## src/rtl/station_mux_if.sv

```systemverilog
// Station collector bus: four station request/data lanes in,
// one valid/ready word channel out, plus grant status.
interface station_mux_if #(
  parameter int DW = 4
);
  logic          Enable;
  logic [3:0]    req;
  logic [DW-1:0] lib_data;
  logic [DW-1:0] fire_data;
  logic [DW-1:0] school_data;
  logic [DW-1:0] rib_data;
  logic [3:0]    ack;
  logic [DW-1:0] Out;
  logic [1:0]    Sel_Mux;
  logic          out_valid;
  logic          out_ready;
  logic          busy;

  modport master (
    output Enable,
    output req,
    output lib_data,
    output fire_data,
    output school_data,
    output rib_data,
    output out_ready,
    input  ack,
    input  Out,
    input  Sel_Mux,
    input  out_valid,
    input  busy
  );

  modport slave (
    input  Enable,
    input  req,
    input  lib_data,
    input  fire_data,
    input  school_data,
    input  rib_data,
    input  out_ready,
    output ack,
    output Out,
    output Sel_Mux,
    output out_valid,
    output busy
  );
endinterface

```

## src/rtl/station_mux.sv

```systemverilog
// Four-station round-robin collector onto one valid/ready channel.
// STATION_MUX_FIRE_PRIORITY_EN: fire_department (1) wins and preempts.
module station_mux #(
  parameter int DW       = 4,
  parameter int HOLD_MAX = 4
) (
  input  logic           clk,
  input  logic           rst_n,
  station_mux_if.slave   bus
);
  localparam logic [0:0] IDLE  = 1'b0;
  localparam logic [0:0] GRANT = 1'b1;

  logic [0:0]    state;
  logic [1:0]    sel;
  logic [1:0]    last;
  logic [3:0]    count;
  logic [1:0]    win;
  logic [1:0]    idx;
  logic          found;
  logic          in_grant;
  logic          ov;
  logic          acc;
  logic          last_word;
  logic          preempt;
  logic          done;
  logic [DW-1:0] data [4];

  assign data[0] = bus.lib_data;
  assign data[1] = bus.fire_data;
  assign data[2] = bus.school_data;
  assign data[3] = bus.rib_data;

  // Scan last+1 .. last+4 so the just-served station comes last.
  always_comb begin
    win   = last;
    idx   = last;
    found = 1'b0;
    for (int i = 1; i <= 4; i++) begin
      idx = last + 2'(i);
      if (!found && bus.req[idx]) begin
        win   = idx;
        found = 1'b1;
      end
    end
`ifdef STATION_MUX_FIRE_PRIORITY_EN
    if (bus.req[1]) win = 2'd1;
`endif
  end

  assign in_grant  = (state == GRANT);
  assign ov        = in_grant & bus.Enable & bus.req[sel];
  assign acc       = ov & bus.out_ready;
  assign last_word = acc & (count == 4'(HOLD_MAX - 1));

`ifdef STATION_MUX_FIRE_PRIORITY_EN
  assign preempt = (sel != 2'd1) & bus.req[1] & (acc | ~ov);
`else
  assign preempt = 1'b0;
`endif

  assign done = ~bus.req[sel] | ~bus.Enable
              | last_word | preempt;

  assign bus.out_valid = ov;
  assign bus.Out       = ov ? data[sel] : '0;
  assign bus.ack       = acc ? (4'b0001 << sel) : 4'b0000;
  assign bus.Sel_Mux   = sel;
  assign bus.busy      = in_grant;

  always_ff @(posedge clk or negedge rst_n) begin
    if (!rst_n) begin
      state <= IDLE;
      sel   <= 2'd0;
      last  <= 2'd3;
      count <= 4'd0;
    end else begin
      unique case (state)
        IDLE: begin
          if (bus.Enable && (bus.req != 4'b0000)) begin
            sel   <= win;
            count <= 4'd0;
            state <= GRANT;
          end
        end
        GRANT: begin
          if (acc) count <= count + 4'd1;
          if (done) begin
            state <= IDLE;
            last  <= sel;
          end
        end
        default: state <= IDLE;
      endcase
    end
  end
endmodule

```

## src/flat_wrapper.sv

```systemverilog
// flat-port wrapper written by rule: the top's interface ports become plain ports
module station_mux_flat 
#(
  parameter int DW       = 4,
  parameter int HOLD_MAX = 4
)
  (clk, rst_n, bus_Enable, bus_req, bus_lib_data, bus_fire_data, bus_school_data, bus_rib_data, bus_out_ready, bus_ack, bus_Out, bus_Sel_Mux, bus_out_valid, bus_busy);
  station_mux_if #(.DW(DW)) bus_i ();
  input  logic clk;
  input  logic rst_n;
  input wire logic [$bits(bus_i.Enable)-1:0] bus_Enable;
  input wire logic [$bits(bus_i.req)-1:0] bus_req;
  input wire logic [$bits(bus_i.lib_data)-1:0] bus_lib_data;
  input wire logic [$bits(bus_i.fire_data)-1:0] bus_fire_data;
  input wire logic [$bits(bus_i.school_data)-1:0] bus_school_data;
  input wire logic [$bits(bus_i.rib_data)-1:0] bus_rib_data;
  input wire logic [$bits(bus_i.out_ready)-1:0] bus_out_ready;
  output wire logic [$bits(bus_i.ack)-1:0] bus_ack;
  output wire logic [$bits(bus_i.Out)-1:0] bus_Out;
  output wire logic [$bits(bus_i.Sel_Mux)-1:0] bus_Sel_Mux;
  output wire logic [$bits(bus_i.out_valid)-1:0] bus_out_valid;
  output wire logic [$bits(bus_i.busy)-1:0] bus_busy;
  assign bus_i.Enable = bus_Enable;
  assign bus_i.req = bus_req;
  assign bus_i.lib_data = bus_lib_data;
  assign bus_i.fire_data = bus_fire_data;
  assign bus_i.school_data = bus_school_data;
  assign bus_i.rib_data = bus_rib_data;
  assign bus_i.out_ready = bus_out_ready;
  assign bus_ack = bus_i.ack;
  assign bus_Out = bus_i.Out;
  assign bus_Sel_Mux = bus_i.Sel_Mux;
  assign bus_out_valid = bus_i.out_valid;
  assign bus_busy = bus_i.busy;
  station_mux #(.DW(DW), .HOLD_MAX(HOLD_MAX)) u_core (.clk(clk), .rst_n(rst_n), .bus(bus_i));
endmodule
```

## config.mk

```make
export PLATFORM = sky130hd
export DESIGN_NAME = station_mux_flat
export DESIGN_NICKNAME = d
export VERILOG_FILES = /design/src/rtl/station_mux_if.sv /design/src/rtl/station_mux.sv /design/src/flat_wrapper.sv
export SDC_FILE = /design/constraint.sdc
export NUM_CORES = 1
export LEC_CHECK = 0
export BUFFER_PORTS_ARGS = -buffer_cell sky130_fd_sc_hd__buf_4
export CAP_MARGIN = 0
export CELL_PAD_IN_SITES_DETAIL_PLACEMENT = 0
export CELL_PAD_IN_SITES_GLOBAL_PLACEMENT = 1
export CORE_ASPECT_RATIO = 1.25
export CORE_MARGIN = 2
export CORE_UTILIZATION = 32
export DETAILED_ROUTE_END_ITERATION = 12
export GPL_ROUTABILITY_DRIVEN = 0
export HOLD_SLACK_MARGIN = 0.1
export PLACE_DENSITY = 0.77
export SLEW_MARGIN = 20
export SYNTH_ARGS = -nofsm -noshare
export SYNTH_HDL_FRONTEND = slang
export SYNTH_SLANG_ARGS = --single-unit
```

## constraint.sdc

```tcl
create_clock -name clk -period 1.8 [get_ports clk]
set_clock_uncertainty 0.05 [all_clocks]
set_input_delay 0.36 -clock clk [delete_from_list [all_inputs] [get_ports clk]]
set_output_delay 0.36 -clock clk [all_outputs]
set_load 0.005 [all_outputs]
```

Yosys cells after proc, flatten, opt, wreduce, memory -nomap -nowiden
Cells that the tools add are included.
{"block": "totals", "regBits": 9, "output_inout_bits": 12, "inputBits": 24, "elab_cells": 67}
{"block": "classes", "shift": 1, "n_addsub": 4, "n_eq_ne": 3, "bitwise": 10, "reduce_logical": 11, "magnitude_cmp": 6, "mux": 28}
{"op": "$mux 4", "count": 6}
{"op": "$lt 2x3->1 const B", "count": 5}
{"op": "$bmux 1 s2", "count": 5}
{"op": "$mux 1", "count": 10}
{"op": "$bmux 4 s2", "count": 1}
{"op": "$mux 2", "count": 4}
{"op": "$pmux 4 s2", "count": 1}
{"op": "$reduce_and 2->1", "count": 3}
{"op": "$add 2x2->2 const B", "count": 2}
{"op": "$add 4x1->4 const B", "count": 1}
{"op": "$and 1x1->1", "count": 4}
{"op": "$eq 4x2->1 const B", "count": 1}
{"op": "$logic_and 1x1->1", "count": 4}
{"op": "$reduce_bool 4->1", "count": 1}
{"op": "$shl 1x2->4 const A", "count": 1}
{"op": "$ge 3x3->1 const B", "count": 1}
{"op": "$logic_not 1->1", "count": 3}
{"op": "$not 1->1", "count": 3}
{"op": "$not 2->3", "count": 1}
{"op": "$add 2x1->2 const B", "count": 1}
{"op": "$ne 2x1->1 const B", "count": 1}
{"op": "$ne 2x2->1 const B", "count": 1}
{"op": "$or 1x1->1", "count": 2}
{"op": "$pmux 1 s2", "count": 1}

Depth between registers and ports, before layout
Gate-level depths: netlist of the first run.
{"block": "depth", "word_depth": 13, "mapped_depth": 5, "mapped_depth_nobuf": 5}

Worst setup path before layout of the first run
No wires, ideal clock.
{"block": "synth_path", "kind": "register -> output", "start": "register u_core.sel[0] (netlist: u_core.bus.Sel_Mux[0])", "end": "output port bus_Out[0]", "n_path_buf": 1, "t_arrival_ns": 1.268, "stages_incl_launch_ff": 4, "required_ns": 1.390, "setup_slack_ns": 0.122, "cell_sequence": "dfrtp_1 -> buf_2 -> mux4_2 -> nor2b_1"}
{"block": "synth_between", "elab_chain_len": 5, "word_cells_on_any_way": 8, "classes_between": "mux (6); bitwise (2)"}
{"element": "start, declared", "line": "station_mux.sv:15", "source": "logic [1:0] sel;"}
{"element": "start signal, assigned", "line": "station_mux.sv:81", "source": "sel <= win;"}
{"element": "$not 2->3 (not written as such)", "line": "station_mux.sv:66", "source": "assign bus.Out = ov ? data[sel] : '0;"}
{"element": "$bmux 4 s2", "line": "station_mux.sv:66"}
{"element": "$mux 4 (not written as such) (2 in a row)", "line": "station_mux.sv:66"}
{"element": "$mux 4 (*)", "line": "station_mux.sv:66"}
{"element": "end, declared", "line": "flat_wrapper.sv:19", "source": "output wire logic [$bits(bus_i.Out)-1:0] bus_Out;"}
Mark *: on every way between the ends. The rest lies on a longest branch, timed or not. The select of a mux whose other input is x is not followed.

Worst setup path in the final report of the first run
{"block": "layout_path", "start": "register u_core.sel[0] (netlist: u_core.bus.Sel_Mux[0])", "end": "output port bus_ack[2]"}
{"block": "layout_between", "elab_chain_len": 5, "word_cells_on_any_way": 6, "classes_between": "shift (1); mux (3); bitwise (2)"}
{"element": "$bmux 1 s2", "line": "station_mux.sv:52", "source": "assign ov = in_grant & bus.Enable & bus.req[sel];"}
{"element": "$mux 1 (not written as such)", "line": "station_mux.sv:52"}
{"element": "$and 1x1->1", "line": "station_mux.sv:52"}
{"element": "$and 1x1->1", "line": "station_mux.sv:53", "source": "assign acc = ov & bus.out_ready;"}
{"element": "$mux 4 (*)", "line": "station_mux.sv:67", "source": "assign bus.ack = acc ? (4'b0001 << sel) : 4'b0000;"}
{"element": "end, declared", "line": "flat_wrapper.sv:18", "source": "output wire logic [$bits(bus_i.ack)-1:0] bus_ack;"}
Marked as above.

==> flow_summary.toml, run 1 <==
[sta]
worst_slack_ns = -0.220
period_needed_ns = 2.02
tns_ns = -1.32
drv_slew = 0
finalSetupViolCount = 7
timing_hold_violations_final = 0
period_share_pct = 112
slew-limit-headroom_pct = 77.7
worst_slew_pin_slew_ns = 0.334
rsz0062_at_grt = "yes"
max_freq_mhz = 495

[clock_network]
insertion_delay_ns = 0.26
cts_tree = "built"
numCtsBuffers = 3
path_clk_slew_ns = 0.06
clockBufferDepth = 2
cts-root-buf = "clkbuf_4"
ctsHtreeMaxLevel = 1
clock-sinks = 9

[synthesis]
ys_async_sr_fraction_pct = 100
synth_top_cell_by_area = "dfrtp_1"
ys.flop_type = "dfrtp_1"
muxShareOfSynthArea_pct = 20.4
synthSimpleGateAreaFrac_pct = 21.6
synthTopCellsByCount = "dfrtp_1 (7), nand2_1 (5), nor2b_1 (5), o21ai_0 (5)"
synth_top_family_by_area = "simple AND/OR/NAND/NOR gates"
synth_edf_count = 0
synth.avg_cell_area_um2 = 10.1
synthAdderAreaFrac_pct = 1.72
synthTopCellsByArea = "dfrtp_1 (24%), mux4_2 (12%), dfstp_2 (7.2%), mux2_2 (4.6%), nor2b_1 (4.3%)"
synth_compound_area_share_pct = 21.0
syn_area_um2 = 728
syn_nets = 97
synth.top_cell.area_share_pct = 24.1
synth_cells = 72
ys_ff_latch = 9
yosysUniqueCellTypes = 36
ys_seq_area_share_pct = 31.3
synthXorXnorAreaFrac_pct = 0
yosysWarnings = 0
yosysMostFrequentCell = "dfrtp_1"

[placement]
pre_cts_slack_ns = -0.0211
io_buffers = 35
dp_hpwl_um = 1520
dp_cells = 143

[layout]
num_antenna_cells = 0
finalNetCount = 148
layout-drive-gt1-share_pct = 59.0
utilization_pct = 55.0
nFillCells = 206
syn_to_final_growth_pct = 65.3
fin_cells = 153

[die]
core_mm2 = 0.00219
initial_core_util_pct = 33.3
die_y_um = 57.3
die_x_um = 46.7
fp.dieArea_mm2 = 0.00268
placementRows = 19
ioPinCount = 36

[setup_path]
crit_arrival_ns = 1.61
critical-path-max-stage-delay_ns = 0.44
startpoint_type = "register"
worst_path_max_delay_cell = "dfrtp_2"
r2r_end = "u_core.count[2]"
r2r_cells = 7
rrSetupSlack_ns = 0.10
path_max_fanout = 4
crit_path_cell_trace = "mux2_4 > a22oi_4 > or2_4 > nor3b_2 > buf_4"
worstSetupPathType = "register to output pin"
worstPathBufferInverterCount = 1
required_ns = 1.39
cp-end-kind = "output pin"
r2r-start = "u_core.bus.Sel_Mux[1]"
cp_top_family = "flip-flops"

[pwr]
p_sw_mw = 0.453
pwr-share-comb_pct = 60.0
switching_share_pct = 34.6
power.internal_mw = 0.854
leakagePower_nw = 0.575
pwr-share-seq_pct = 28.1
ir_drop_mv = 0.897
p_per_area_mw_per_mm2 = 1090
p_total_mw = 1.31
clkPwrFrac_pct = 11.9

[detailed_routing]
route.detailed.drc = 0
drtIter0Drc = 10
dr.pass1.iters = 4
routedWlPerCell_um = 12.7
ant_nets = 0
avgViaCountPerCell = 5.01
drt_wl_total_um = 1940
dr_total_vias = 766

[global_route]
grt_max_degree = 12
overflow = 0
grt_pass1_wl_um = 2980
antenna_found_initial = 0
groute.usage.overall_pct = 15.1
first_global_vias = 713

[flow_run]
drv_cap = 0

[worst_hold_path]
hp-start = "bus_out_ready"
worstHoldEndpoint = "u_core.count[2]"
hp-class = "primary input to register"
hold_depth = 3

[outcome]
status = "finished with violations"
violations = "negative setup slack"
## state kept, by name (all words and copies together), names as in the netlist
| signal | count |
|---|---|
| u_core.bus.busy | 1 |
| u_core.last | 2 |
| u_core.bus.Sel_Mux | 2 |
| u_core.count | 4 |
## worst max path at each step
stage	from	end	slack (ns)	cells past startpoint
2_1_floorplan	u_core.bus.Sel_Mux[0]	bus_Out[0]	0.12	3
3_3_place_gp	u_core.bus.Sel_Mux[0]	bus_Out[2]	0.004	4
3_5_place_dp	bus_req[1]	bus_Out[1]	-0.02	5
4_1_cts	u_core.bus.Sel_Mux[0]	bus_ack[2]	-0.23	5
5_1_grt	u_core.bus.Sel_Mux[0]	bus_ack[2]	-0.28	5
6_report	u_core.bus.Sel_Mux[0]	bus_ack[2]	-0.22	5
## tightest hold or removal path: stages
cell     delay [ns]
buf_4          0.12
nand2_1        0.09
o31ai_1        0.07
## cell type report
cell class	count	area, um2	area share (%)
Sequential cell	9	229	19.0
Inverter	4	15.0	1.25
Multi-Input combinational cell	56	509	42.3
Clock buffer	4	26.3	2.18
Timing Repair Buffer	49	385	32.0
Tap cell	31	38.8	3.22
## power by group through the flow
stage	clock network (mW)	logic, mW	registers (mW)
after CTS	0.163	0.760	0.365
after global routing	0.174	0.859	0.380
after global placement	0	0.670	0.359
after floorplan	0	0.449	0.332
final	0.156	0.784	0.367
after detailed placement	0	0.676	0.363
## layout by cell type, fill, tap and decap left out, drive strengths merged, types with 4 or more instances in the layout
cell type and count:
buf 48, clkbuf 4, dfrtp 7, inv 4, mux2 4, mux4 4, nand2 5, nor2b 5
o21ai 6
## repair_timing
| action | CTS | global route |
|---|---|---|
| gates cloned | 0 | 0 |
| setup endpoints to repair | 7 | 9 |
| gates resized for setup | 7 | 6 |
| endpoints found under the hold margin | 9 | 0 |
| buffers inserted | 4 | 1 |
| hold buffers | 1 | 0 |
| pin swaps | 3 | 4 |
## through the flow
step | hold WS [ns] | instance area (um2)
2_1_floorplan | 0.0144 | 728
3_3_place_gp | 0.139 | 1080
3_5_place_dp | 0.141 | 1080
4_1_cts | 0.370 | 1180
5_1_grt | 0.388 | 1200
6_report | 0.374 | 1200
## per-layer routing
| metal | part of all wire (%) | GRT usage (%) |
|---|---|---|
| met5 | 0 | 0 |
| met3 | 9.5 | 0.949 |
| met1 | 37 | 18.1 |
| met2 | 52 | 26.2 |
| met4 | 0.98 | 7.14 |
## kinds of logic (layout without fill, tap and decap cells)
group                      count (synthesis)  count (layout)
DFF                                        9               9
AOI/OAI and AO/OA                         19              19
muxes                                      9               9
adders and majority gates                  1               1
and+or+nand+nor                           27              27
buffers and inverters                      7              57
No activity file was read; power rests on OpenSTA's default activity.
==> inputs of run 2 (changes only) <==
Settings changed: GPL_TIMING_DRIVEN from default to 0.
==> flow_summary.toml, run 2 (synthesized netlist as in run 1, its figures left out) <==
[layout]
top_register = "u_core.count"
largest_register_ffs = 4
utilization_pct = 53.6
layout-drive-gt1-share_pct = 57.6
final_area_mm2 = 0.00117
num_antenna_cells = 0
final_cell_mix = "buf_4 (41), dfrtp_1 (6), nand2_1 (5), o21ai_0 (5)"
finalNetCount = 144
syn_to_final_growth_pct = 61.0
nFillCells = 210
layout_commonest_cell = "buf_4"
fin_cells = 149

[clock_network]
numCtsBuffers = 3
clock-sinks = 9
cts_tree = "built"
path_clk_slew_ns = 0.06
insertion_delay_ns = 0.26
clockBufferDepth = 2
ctsHtreeMaxLevel = 1
cts-root-buf = "clkbuf_4"

[detailed_routing]
routedWlPerCell_um = 13.3
route.detailed.drc = 0
drtIter0Drc = 9
dr_total_vias = 755
drt_wl_total_um = 1980
avgViaCountPerCell = 5.07
ant_nets = 0
dr.pass1.iters = 4

[sta]
timing.hold.ws_ns = 0.398
period_share_pct = 111
period_needed_ns = 2.00
slew-limit-headroom_pct = 78.1
timing_hold_violations_final = 0
rsz0062_at_grt = "yes"
finalSetupViolCount = 7
tns_ns = -1.20
worst_slack_ns = -0.196
max_freq_mhz = 501
drv_slew = 0
worst_slew_pin_slew_ns = 0.328

[placement]
post_dp_cell_area_mm2 = 0.00103
dp_hpwl_um = 1460
dp_cells = 138
pre_cts_slack_ns = -0.120
io_buffers = 35

[global_route]
antenna_found_initial = 0
grt.met2_usage_pct = 28.2
first_global_vias = 694
grt_max_degree = 11
top_usage_layer = "met2"
groute.usage.overall_pct = 15.9
use_met1_pct = 17.1
met3_usage_pct = 2.85
grt_pass1_wl_um = 3080
overflow = 0

[die]
die_y_um = 57.3
placementRows = 19
die_x_um = 46.7
initial_core_util_pct = 33.3
ioPinCount = 36
core_mm2 = 0.00219
fp.dieArea_mm2 = 0.00268

[setup_path]
startpoint_type = "register"
worstSetupPathType = "register to output pin"
cp-end-kind = "output pin"
path_max_fanout = 6
crit_arrival_ns = 1.59
required_ns = 1.39

[outcome]
violations = "negative setup slack"
status = "finished with violations"

[pwr]
leakagePower_nw = 0.550
p_total_mw = 1.28
p_per_area_mw_per_mm2 = 1090
ir_drop_mv = 0.582

[flow_run]
drv_cap = 0

[worst_hold_path]
hp-class = "primary input to register"
[run 2: changes by cell type in the layout (fill, tap and decap cells not counted)]
cell / before / now
and3_1: 3 / 1
buf_6: 4 / 2
buf_4: 44 / 41
and3_4: 0 / 2
inv_1: 3 / 4
inv_2: 1 / 0
clkbuf_1: 1 / 2
[run 2: layout make-up]
type | count | area, um2 | share of cell area, %
sequential | 9 | 229 | 19.5
timing repair buffer | 42 | 322 | 27.4
clock buffer | 4 | 26.3 | 2.24
inverter | 4 | 15.0 | 1.28
tap | 31 | 38.8 | 3.31
multi-input combinational | 56 | 519 | 44.3
buffer | 3 | 22.5 | 1.92
[run 2: path summary, 6_finish.rpt]
check | from | endpoint | slack [ns] | cells after the start
max | u_core.bus.Sel_Mux[0] | bus_Out[3] | -0.20 | 4
min | bus_req[3] | u_core.bus.Sel_Mux[0] | 0.40 | 3
max reg2reg | u_core.bus.Sel_Mux[0] | u_core.count[2] | 0.11 | 6
min reg2reg | u_core.count[3] | u_core.count[3] | 0.44 | 1
max in group asynchronous | rst_n | u_core.last[0] | 1.07 | 2
min in group asynchronous | rst_n | u_core.count[0] | 0.41 | 2
[run 2: power by group]
part           internal [mW]  total (mW)  switching, mW  leakage, nW
clock                 0.0853       0.154         0.0687       0.0150
sequential             0.282       0.348         0.0660        0.112
combinational          0.458       0.781          0.322        0.423
total                  0.826        1.28          0.457        0.550
[run 2: critical path, stage by stage (launching register included)]
cell,delay [ns]
dfrtp_2,0.41
buf_6,0.15
mux4_2,0.49
nor2b_1,0.14
buf_4,0.14
[run 2: timing repair]
item | CTS | global route
buffers inserted | 6 | 0
gates resized for setup | 7 | 9
pin swaps | 5 | 4
endpoints found under the hold margin | 9 | 0
hold buffers | 1 | 0
endpoints found under the setup margin | 7 | 10
[run 2: layer usage]
metal  vias up  wire length, um
met2        31             1020
met3         4              144
met5         -                0
met1       352              773
li1        368                -
met4         0               44
==> inputs of run 3 (changes only) <==
Settings changed: CORE_ASPECT_RATIO 1.25 to 0.6, GPL_TIMING_DRIVEN 0 to default.
==> flow_summary.toml, run 3 (synthesized netlist as in run 1, its figures left out) <==
[global_route]
use_met1_pct = 21.7
first_global_vias = 744
grt.met2_usage_pct = 29.8
antenna_found_initial = 0
overflow = 0
groute.usage.overall_pct = 17.4
met3_usage_pct = 6.87
top_usage_layer = "met2"
grt_pass1_wl_um = 3350
grt_max_degree = 10

[detailed_routing]
routedWlPerCell_um = 13.4
route.detailed.drc = 0
dr_total_vias = 763
drt_wl_total_um = 2050
drtIter0Drc = 18
avgViaCountPerCell = 4.99
dr.pass1.iters = 4
ant_nets = 0

[setup_path]
cp-end-kind = "output pin"
worstSetupPathType = "register to output pin"
crit_path_cell_trace = "mux2_4 > a22oi_4 > or2_4 > nor3b_2 > buf_4"
worstPathBufferInverterCount = 1
required_ns = 1.39
r2r-start = "u_core.bus.Sel_Mux[0]"
worst_path_max_delay_cell = "dfrtp_2"
crit_arrival_ns = 1.59
cp_top_family = "flip-flops"
critical-path-max-stage-delay_ns = 0.44
crit_path_start = "u_core.bus.Sel_Mux[0]"
startpoint_type = "register"
path_max_fanout = 4

[pwr]
pwr-share-comb_pct = 56.3
pwr-share-seq_pct = 26.7
clkPwrFrac_pct = 17.1
switching_share_pct = 33.9
leakagePower_nw = 0.584
p_total_mw = 1.40
power.internal_mw = 0.923
ir_drop_mv = 0.671
p_sw_mw = 0.473
p_per_area_mw_per_mm2 = 1150

[flow_run]
drv_cap = 0

[layout]
syn_to_final_growth_pct = 66.5
finalNetCount = 149
num_antenna_cells = 0
layout_commonest_cell = "buf_4"
largest_register_ffs = 4
fin_cells = 153
nFillCells = 217
top_register = "u_core.count"
layout-drive-gt1-share_pct = 58.5
final_cell_mix = "buf_4 (48), dfrtp_1 (6), nor2b_1 (5), nand2_1 (5), o21ai_0 (5)"

[sta]
slew-limit-headroom_pct = 75.5
finalSetupViolCount = 7
period_needed_ns = 2.00
rsz0062_at_grt = "yes"
max_freq_mhz = 501
worst_slew_pin_slew_ns = 0.362
drv_slew = 0
tns_ns = -1.06
timing_hold_violations_final = 0
worst_slack_ns = -0.198
period_share_pct = 111

[clock_network]
ctsHtreeMaxLevel = 1
clock-sinks = 9
path_clk_slew_ns = 0.05
numCtsBuffers = 3
clockBufferDepth = 2
cts-root-buf = "clkbuf_8"
cts_tree = "built"
insertion_delay_ns = 0.24

[worst_hold_path]
hp-class = "primary input to register"
hp-start = "bus_out_ready"

[die]
ioPinCount = 36
core_mm2 = 0.00216
die_y_um = 41.0
die_x_um = 65.6
placementRows = 13
fp.dieArea_mm2 = 0.00269
initial_core_util_pct = 33.7

[placement]
io_buffers = 35
dp_cells = 143
dp_hpwl_um = 1590

[outcome]
status = "finished with violations"
violations = "negative setup slack"
## run 3: changes by cell type in the layout (fill, tap and decap cells not counted), sizes merged
| cell | before | now |
|---|---|---|
| buf | 43 | 49 |
| clkbuf | 5 | 4 |
## run 3: power groups by stage
stage	combinational, mW	sequential (mW)	clock (mW)
after detailed placement	0.695	0.367	0
after CTS	0.776	0.370	0.243
after floorplan	0.449	0.332	0
after global placement	0.688	0.367	0
final	0.785	0.372	0.238
after global routing	0.853	0.387	0.255
## run 3: cell type report
class / instances / area (um2) / share of cell area (%)
multi-input cells: 56 / 504 / 41.6
repair buffers: 50 / 382 / 31.5
flip-flops and latches: 9 / 229 / 18.9
clock buffers: 4 / 45.0 / 3.72
well taps: 30 / 37.5 / 3.10
inverters: 4 / 15.0 / 1.24
## run 3: worst register-to-register path, stage by stage, from the launching register on
cell     delay (ns)
dfrtp_2        0.44
mux2_4         0.25
a22oi_4        0.09
or2_4          0.25
buf_4          0.13
buf_4          0.13
o31ai_1        0.23
## run 3: final timing paths
| path | to | slack [ns] | cells past startpoint |
|---|---|---|---|
| min in group asynchronous | u_core.count[3] | 0.42 | 2 |
| max reg2reg | u_core.count[3] | 0.12 | 6 |
| max in group asynchronous | u_core.last[1] | 1.06 | 2 |
| max | bus_ack[2] | -0.20 | 5 |
| min | u_core.count[2] | 0.40 | 3 |
| min reg2reg | u_core.count[3] | 0.46 | 1 |
## run 3: per-stage QoR
step           cell area (um2)  utilization, %  worst slack, ns  hold slack [ns]
4_1_cts                   1200            55.5           -0.191            0.405
5_1_grt                   1210            56.0           -0.262            0.435
3_5_place_dp              1080            50.0          0.00644            0.140
6_report                  1210            56.0           -0.198            0.401
2_1_floorplan              728               -            0.122           0.0144
3_3_place_gp              1080            50.0           0.0106            0.137
## run 3: repair_timing
item,in CTS,in global routing
hold buffers,1,0
pin swaps,3,1
endpoints found under the hold margin,9,0
setup buffers,5,0
resized for setup,5,4
setup endpoints to repair,7,9
## run 3: metal layers
layer / routed length, um / vias up
met2: 872 / 33
met3: 219 / 2
met1: 954 / 351
met5: 0 / -
li1: - / 377
met4: 5 / 0
